## src/rtl/push_pop_unit.sv

```systemverilog
// push_pop_unit: PUSH/POP of a 16-bit register pair through an 8-bit memory port.
// Define PUSHPOP_AF_EN to support the AF pair (pair 3); otherwise pair 3 completes with err.
`timescale 1ns/1ps

package push_pop_pkg;
  typedef logic [1:0] gp_r16_sel_t;
  typedef logic [7:0] flags_t;
endpackage

module push_pop_unit
  import push_pop_pkg::*;
(
  input  logic        clk,
  input  logic        rst_n,
  input  logic        cmd_valid,
  output logic        cmd_ready,
  input  logic        cmd_pop,
  input  logic [1:0]  cmd_pair,
  output gp_r16_sel_t r_sel16,
  input  logic [15:0] r16,
  input  logic [7:0]  r_a,
  input  flags_t      r_f,
  input  logic [15:0] r_sp,
  output logic        wen_gp16,
  output gp_r16_sel_t w_sel16,
  output logic [15:0] w16,
  output logic        wen_a,
  output logic [7:0]  w_a,
  output logic        wen_f,
  output logic [7:0]  w_f,
  output logic        wen_sp,
  output logic [15:0] w_sp,
  output logic        mem_req,
  output logic        mem_we,
  output logic [15:0] mem_addr,
  output logic [7:0]  mem_wdata,
  input  logic [7:0]  mem_rdata,
  input  logic        mem_ack,
  output logic        done,
  output logic        err
);

  typedef enum logic [1:0] {IDLE, XFER0, XFER1, COMMIT} state_t;

  state_t      state;
  logic        pop_q, err_q;
  logic [1:0]  pair_q;
  logic [15:0] sp_q, data_q;
  logic        af_cmd, skip;
  logic        xfer, ok;

  assign af_cmd = (cmd_pair == 2'd3);
`ifdef PUSHPOP_AF_EN
  assign skip = 1'b0;
`else
  assign skip = af_cmd;
`endif

  // data_q holds the push operand, or assembles {hi, lo} as pop bytes arrive
  always_ff @(posedge clk or negedge rst_n) begin
    if (!rst_n) begin
      state  <= IDLE;
      pop_q  <= 1'b0;
      err_q  <= 1'b0;
      pair_q <= 2'd0;
      sp_q   <= 16'd0;
      data_q <= 16'd0;
    end else begin
      case (state)
        IDLE: if (cmd_valid) begin
          pop_q  <= cmd_pop;
          pair_q <= cmd_pair;
          sp_q   <= r_sp;
          err_q  <= skip;
          data_q <= af_cmd ? {r_a, r_f} : r16;
          state  <= skip ? COMMIT : XFER0;
        end
        XFER0: if (mem_ack) begin
          if (pop_q) data_q[7:0] <= mem_rdata;
          state <= XFER1;
        end
        XFER1: if (mem_ack) begin
          if (pop_q) data_q[15:8] <= mem_rdata;
          state <= COMMIT;
        end
        COMMIT: begin
          err_q <= 1'b0;
          state <= IDLE;
        end
        default: state <= IDLE;
      endcase
    end
  end

  assign xfer      = (state == XFER0) || (state == XFER1);
  assign ok        = (state == COMMIT) && !err_q;
  assign cmd_ready = (state == IDLE);
  assign r_sel16   = (state == IDLE) ? cmd_pair : pair_q;
  assign mem_req   = xfer;
  assign mem_we    = xfer && !pop_q;
  assign done      = (state == COMMIT);
  assign err       = (state == COMMIT) && err_q;

  always_comb begin
    mem_addr  = 16'd0;
    mem_wdata = 8'd0;
    case (state)
      XFER0: begin
        mem_addr  = pop_q ? sp_q : sp_q - 16'd1;
        mem_wdata = pop_q ? 8'd0 : data_q[15:8];
      end
      XFER1: begin
        mem_addr  = pop_q ? sp_q + 16'd1 : sp_q - 16'd2;
        mem_wdata = pop_q ? 8'd0 : data_q[7:0];
      end
      default: ;
    endcase
  end

  assign wen_sp   = ok;
  assign w_sp     = ok ? (pop_q ? sp_q + 16'd2 : sp_q - 16'd2) : 16'd0;
  assign wen_gp16 = ok && pop_q && (pair_q != 2'd3);
  assign w_sel16  = wen_gp16 ? pair_q : 2'd0;
  assign w16      = wen_gp16 ? data_q : 16'd0;
  assign wen_a    = ok && pop_q && (pair_q == 2'd3);
  assign wen_f    = wen_a;
  assign w_a      = wen_a ? data_q[15:8] : 8'd0;
  assign w_f      = wen_f ? (data_q[7:0] & 8'hF0) : 8'd0;

endmodule

```

## config.mk

```make
export PLATFORM = sky130hd
export DESIGN_NAME = push_pop_unit
export DESIGN_NICKNAME = d
export VERILOG_FILES = /design/src/rtl/push_pop_unit.sv
export SDC_FILE = /design/constraint.sdc
export NUM_CORES = 1
export LEC_CHECK = 0
export ABC_AREA = 1
export CAP_MARGIN = 20
export CORE_UTILIZATION = 50
export CTS_BUF_LIST = sky130_fd_sc_hd__clkbuf_8
export DETAILED_ROUTE_END_ITERATION = 8
export PLACE_DENSITY = 0.88
export RECOVER_POWER = 50
export SETUP_SLACK_MARGIN = 0.2
export SLEW_MARGIN = 20
export SYNTH_ARGS = -nofsm -noshare
export SYNTH_HDL_FRONTEND = slang
export SYNTH_SLANG_ARGS = --single-unit
export TNS_END_PERCENT = 30
```

## constraint.sdc

```tcl
create_clock -name clk -period 4.8 [get_ports clk]
set_input_delay 0.72 -clock clk [delete_from_list [all_inputs] [get_ports clk]]
set_output_delay 0.72 -clock clk [all_outputs]
set_load 0.03 [all_outputs]
```

==> impl_metrics.py <==
metrics = {
    "floorplan": {
        "coreArea_sq_mm": 0.00769,
        "initial_utilization": 0.516,
        "dieWidth_um": 91.1,
        "die_y_um": 91.1,
        "pin_count": 148,
        "die-area_sq_mm": 0.00829,
        "rows": 32,
    },
    "pwr": {
        "p_comb_frac": 0.754,
        "p_leak_nw": 2.30,
        "seq_power_share": 0.177,
        "p_sw_mw": 2.35,
        "irDropWorstVdd_mv": 0.374,
        "clkPwrFrac": 0.069,
        "p_int_mw": 1.65,
        "p_sw_frac": 0.587,
        "powerDensity_mw_per_mm2": 739,
        "power.total_mw": 4.00,
    },
    "worst_setup_path": {
        "r2r_start": "state[1]",
        "crit_chain": "inv_1, ha_1, inv_1, nor2_2, nand2_1, a31oi_1, clkdlybuf4s50_1",
        "cp-end-kind": "output port",
        "crit-reg2reg-capture": "data_q[4]",
        "critical_path_class": "reg -> out",
        "crit_path_top_delay_cell": "clkdlybuf4s50_1",
        "reg2reg_depth": 7,
        "crit_start": "state[1]",
        "cp_max_fo": 26,
        "cp.arrival_ps": 3390,
        "worst_path_most_repeated_cell": "inv_1",
        "slowest_delay_ps": 710,
        "crit_required_ps": 4080,
        "worst-r2r-setup-slack_ps": 1830,
        "startpoint_type": "register",
        "crit_end": "mem_addr[1]",
    },
    "place": {
        "port_buffers": 143,
        "routabilityCongestion": 0.908,
        "place_hpwl_um": 10300,
        "dpl_cell_area_sq_mm": 0.00532,
    },
    "clock_tree": {
        "htreeDepth": 2,
        "cts.sinks": 38,
        "holdBufCountCts": 0,
        "cts_buffers": 5,
        "postCtsSetupRepairBufs": 0,
        "clk_latency_ps": 290,
        "ctsResizeCount": 0,
        "clock_path_buffers": 2,
        "cts_tree": "built",
        "cts-root-buf": "clkbuf_8",
        "clk_pin_slew_ps": 80,
    },
    "yosys": {
        "ys_types": 31,
        "yosysWarnings": 0,
        "yosysTopAreaCell": "dfrtp_1",
        "synth_top_area_frac": 0.240,
        "ys_ff_latch": 38,
        "synth_area_sq_mm": 0.00397,
        "synth.avg_cell_area_sq_um": 6.09,
        "seq_area_frac_synth": 0.240,
        "synth_cells": 651,
        "yosys-top-cells-area": "dfrtp_1 (24%), nand2_1 (12%), nand3_1 (11%), a21oi_1 (9.1%), nor2_1 (8.7%)",
    },
    "timing": {
        "drv_slew": 39,
        "finalSetupViolCount": 0,
        "max_freq_ghz": 0.243,
        "worst_pin_slew_ps": 2130,
        "finalSetupTns_ps": 0,
        "relSlewSlack": -0.421,
        "rsz0062_at_grt": "no",
        "fin_crit_ps": 4110,
        "fin_crit_sh": 0.857,
        "worst_clock_skew_ps": 2.03,
        "final-hold-violation-count": 0,
        "hold_slack_ps": 557,
    },
    "global_routing": {
        "grt_max_degree": 39,
        "grt_pass1_wl_um": 22400,
        "antenna_found_initial": 0,
        "overflow": 0,
        "grt_usage": 0.335,
        "grt_pass1_vias": 4892,
    },
    "hold_path": {
        "worst_hold_path_type": "reg -> reg",
    },
    "final_layout": {
        "fin_area_sq_mm": 0.00542,
        "n_fill_cell": 688,
        "fin_nets": 837,
        "fin_util": 0.705,
        "n_antenna_cell": 0,
        "multi_input_area_sq_mm": 0.00255,
        "drive_above_1_share": 0.0653,
        "register_area_sq_um": 951,
        "syn2layout_area_growth_pct": 36.7,
    },
    "drt": {
        "wirelength_um": 13700,
        "antenna_left": 0,
        "dr.pass1.iters": 5,
        "vias_per_cell": 5.72,
        "drt_iter0_markers": 424,
        "vias": 4969,
        "post_drt_wl_per_cell_um": 15.8,
        "route.detailed.drc": 0,
    },
    "outcome": {
        "violations": "capacitance limit, slew limit",
        "status": "finished, violations left",
    },
    "flow_run": {
        "maxCapViolations": 1,
    },
}
-- synthesized netlist by cell type --
library cell  number
buf_2              8
o21ai_1           24
nand3_1           86
nor3_1             4
buf_1              3
dfrtp_1           38
nand4_1            6
o21ai_0           28
inv_2              8
nand3_2            3
nand2_1          126
inv_1             53
o211ai_1          16
or2_2              1
nand2_4            2
o32ai_1            1
nor3_4             1
nand2_2            4
ha_1               9
buf_4             13
clkbuf_1          16
nand3b_1           1
a21oi_2            2
nor2_1            92
conb_1             1
a31oi_1            2
a21oi_1           72
nor2_4             8
nor2_2            13
xor2_1             7
buf_6              3
-- per-stage QoR --
stage          cells  setup slack (ps)
2_1_floorplan    654              1760
3_3_place_gp     860              1300
3_5_place_dp     860              1250
4_1_cts          868               929
5_1_grt          868               503
6_report         868               688
-- logic make-up after synthesis --
kind of cell / Yosys count / share of synthesized area
adders and majority gates: 9 / 0.0284
and+or+nand+nor: 347 / 0.400
DFF: 38 / 0.240
AOI/OAI and AO/OA: 145 / 0.197
xor gates and xnor gates: 7 / 0.0155
buffers and inverters: 104 / 0.119
other: 1 / 0.000946
-- worst min path at each step --
stage,endpoint,depth (start not counted),from,slack (ps)
finish,data_q[0],2,data_q[0],560
global route,data_q[0],2,data_q[0],590
CTS,err_q,1,rst_n,570
detailed placement,data_q[0],2,data_q[0],550
global placement,data_q[2],2,data_q[2],530
floorplan,data_q[0],0,rst_n,420
-- worst max-delay path, delay by kind of cell, from the launching register on --
family          cells  cell delay (ps)
simple gates        2              670
fa+ha+maj           1              470
flops               1              410
compound gates      1              200
buf+inv             3             1330
-- layer usage --
layer	GRT usage	part of all wire	vias up
met5	0	0	-
met4	0.171	0.039	0
met3	0.0603	0.095	46
met2	0.594	0.48	316
met1	0.383	0.38	2250
li1	-	-	2357
-- cells in the final DEF, fill, tap and decap left out, types with 3 or more instances in the layout --
cell type        count
clkdlybuf4s50_1    138
nand2_2              4
nand4_1              6
nand3_1             86
a21oi_1             73
o21ai_0             41
o211ai_1            16
nor2_2              13
conb_1               4
dfrtp_1             38
ha_1                 9
inv_1               55
buf_4                3
nor3_1               4
nand3_2              3
clkbuf_8             5
o21ai_1             11
nand2_1            126
xor2_1               7
dlygate4sd3_1        4
nor2_1              92
nor2_4               8
inv_2                7
-- power groups by stage --
stage / sequential [mW] / combinational, mW / clock [mW]
finish: 0.708 / 3.02 / 0.275
global route: 0.729 / 3.25 / 0.291
CTS: 0.700 / 3.02 / 0.278
detailed placement: 0.702 / 3.02 / 0
global placement: 0.698 / 2.96 / 0
floorplan: 0.569 / 2.17 / 0
-- registers in the layout (all words and copies together), names as in the netlist --
name    flops
data_q     16
sp_q       16
pair_q      2
state       2
err_q       1
pop_q       1
-- final cells by class --
class,instances,area share
flip-flops and latches,38,0.175
clock buffers,5,0.0127
well taps,102,0.0236
multi-input cells,512,0.471
clock inverters,3,0.00762
inverters,61,0.0423
repair buffers,147,0.268
Power figures use the tool's default switching activity.
==> RTL change: new RTL, same settings <==
Register the output `err`, with the module's reset; this adds one clock of latency there. The other outputs are not delayed to match.
--- a/src/rtl/push_pop_unit.sv
+++ b/src/rtl/push_pop_unit.sv
@@ -99,7 +99,13 @@
   assign mem_req   = xfer;
   assign mem_we    = xfer && !pop_q;
   assign done      = (state == COMMIT);
-  assign err       = (state == COMMIT) && err_q;
+  always_ff @(posedge clk or negedge rst_n) begin
+    if (!rst_n) begin
+      err <= '0;
+    end else begin
+      err <= (state == COMMIT) && err_q;
+    end
+  end
 
   always_comb begin
     mem_addr  = 16'd0;
Behaviour: not the same (a bounded check fails within 4 cycles, from zero or initial values and one cycle with rst_n low).
==> RTL change against the original RTL <==
- the flow still finishes with violations (max-capacitance violations, max-slew violations)
- design area rose by 0.18%
- setup slack got worse by 0.055 ns
- wire length rose by 0.26%
- area after synthesis rose by 0.82%
- total power fell by 0.62%
- global-route usage fell by 0.14 points
- sequential cell count rose by 1
- sequential power rose by 1%
==> RTL change: results (changes against the original RTL) <==
stage;metric;value;unit;change
outcome;status;finished with violations;;
outcome;violated checks;max-capacitance violations, max-slew violations;;
global_route;initial antenna violation count;0;;unchanged
global_route;first-pass GRT wire length;22.1;mm;-1.2%
hold_path;hold path start;err_q;;
route;vias;4924;;-0.91%
placement;pre-CTS WS;1.24;ns;-0.00638 ns
timing;fmax;240;MHz;-1.3%
route;violation count after the first detailed-routing iteration;291;;-31%
final_layout;Total Nets Final;840;;+0.36%
timing;Pins Over Slew Limit;57;;+46%
clocking;Setup Fix Bufs, Post-CTS;0;;unchanged
yosys;Synth area leaders;dfrtp_1 (24%), nand2_1 (12%), nand3_1 (11%);;
pwr;worst vdd ir;0.389;mV;+4.2%
route;via-per-instance ratio;5.65;;-1.2%
final_layout;fraction of layout instances using a drive strength above 1;6.50;%;-0.025 points
yosys;Synth top cells by count;nand2_1 (127), nor2_1 (92), nand3_1 (86);;
flow_run;Max-Cap Viols;2;;+1
yosys;register area share after synthesis;24.4;%;+0.43 points
setup_path;reg2reg end;data_q[11];;
setup_path;setup slack, reg-to-reg;1.64;ns;-0.19 ns
timing;Max Clock Skew;0.00915;ns;+0.00713 ns
global_route;vias in the first global route;4759;;-2.7%
global_route;largest net degree at the start of global routing;40;;+2.6%
pwr;Switch Pwr;2360;uW;+0.44%
hold_path;Worst Hold Endpoint;err;;
yosys;Synth Instances;652;;+0.15%
placement;GPL Wtd Cong;0.889;;-2.1%
placement;detailed placement HPWL;10.3;mm;-0.22%
route;final wirelength;13.8;mm;+0.26%
setup_path;reg2reg start;state[0];;
placement;dpl cells;863;;+0.35%
global_route;gr usage total;33.3;%;-0.14 points
final_layout;fill count;668;;-2.9%
pwr;Pleak;0.00230;uW;+0.28%
clocking;Clock Path Buffers;2;;unchanged
timing;headroom to the max-slew limit;-45.2;%;-3.0 points
RTL change: power by group through the flow:
stage / Sequential (uW) / Clock, uW / Combinational, uW
floorplan: 582 / 0 / 2170
global placement: 710 / 0 / 2970
detailed placement: 713 / 0 / 3030
CTS: 710 / 234 / 3040
global route: 742 / 247 / 3260
finish: 717 / 233 / 3030
RTL change: cell type report:
type | instances | share of cell area (%)
Multi-Input combinational cell | 512 | 46.8
Timing Repair Buffer | 149 | 27.0
Sequential cell | 39 | 18.0
Inverter | 61 | 4.22
Tap cell | 102 | 2.35
Clock buffer | 5 | 1.27
Clock inverter | 3 | 0.369
RTL change: worst max path at each step:
stage / start / end / cells after the start
final: state[1] / mem_addr[1] / 7
after global routing: state[1] / mem_wdata[3] / 7
after CTS: state[1] / mem_addr[1] / 7
after detailed placement: state[1] / mem_addr[1] / 7
after global placement: state[1] / mem_addr[1] / 7
after floorplan: state[0] / w_a[0] / 8
RTL change: logic make-up after synthesis:
| kind of cell | Yosys count | share of synthesized area (%) |
|---|---|---|
| DFF | 39 | 24.4 |
| adders and majority gates | 9 | 2.82 |
| buffers and inverters | 104 | 11.9 |
| AOI/OAI and AO/OA | 145 | 19.5 |
| and+or+nand+nor | 347 | 39.7 |
| other | 1 | 0.0938 |
| xor gates and xnor gates | 7 | 1.53 |
RTL change: through the flow:
stage	hold WS [ns]	power (uW)	instance area [um2]
after floorplan	0.424	2750	4010
after global placement	0.506	3680	5360
after detailed placement	0.517	3740	5360
after CTS	0.535	3980	5450
after global routing	0.554	4250	5430
final	0.534	3980	5430
RTL change: metal layers:
layer | part of all wire (%) | up-vias | track usage [%]
met5 | 0 | - | 0
met4 | 4.2 | 0 | 18.3
met3 | 8.7 | 46 | 6.28
met2 | 50 | 262 | 59.4
met1 | 37 | 2248 | 37.1
li1 | - | 2368 | -
RTL change: worst reg2reg max path: stages, from the launching register on:
cell and delay [ns]:
dfrtp_1 0.39, inv_1 0.09, ha_1 0.21, inv_1 0.55, nor2_4 0.15, nor3_1 1.27
o211ai_1 0.26, o21ai_0 0.16
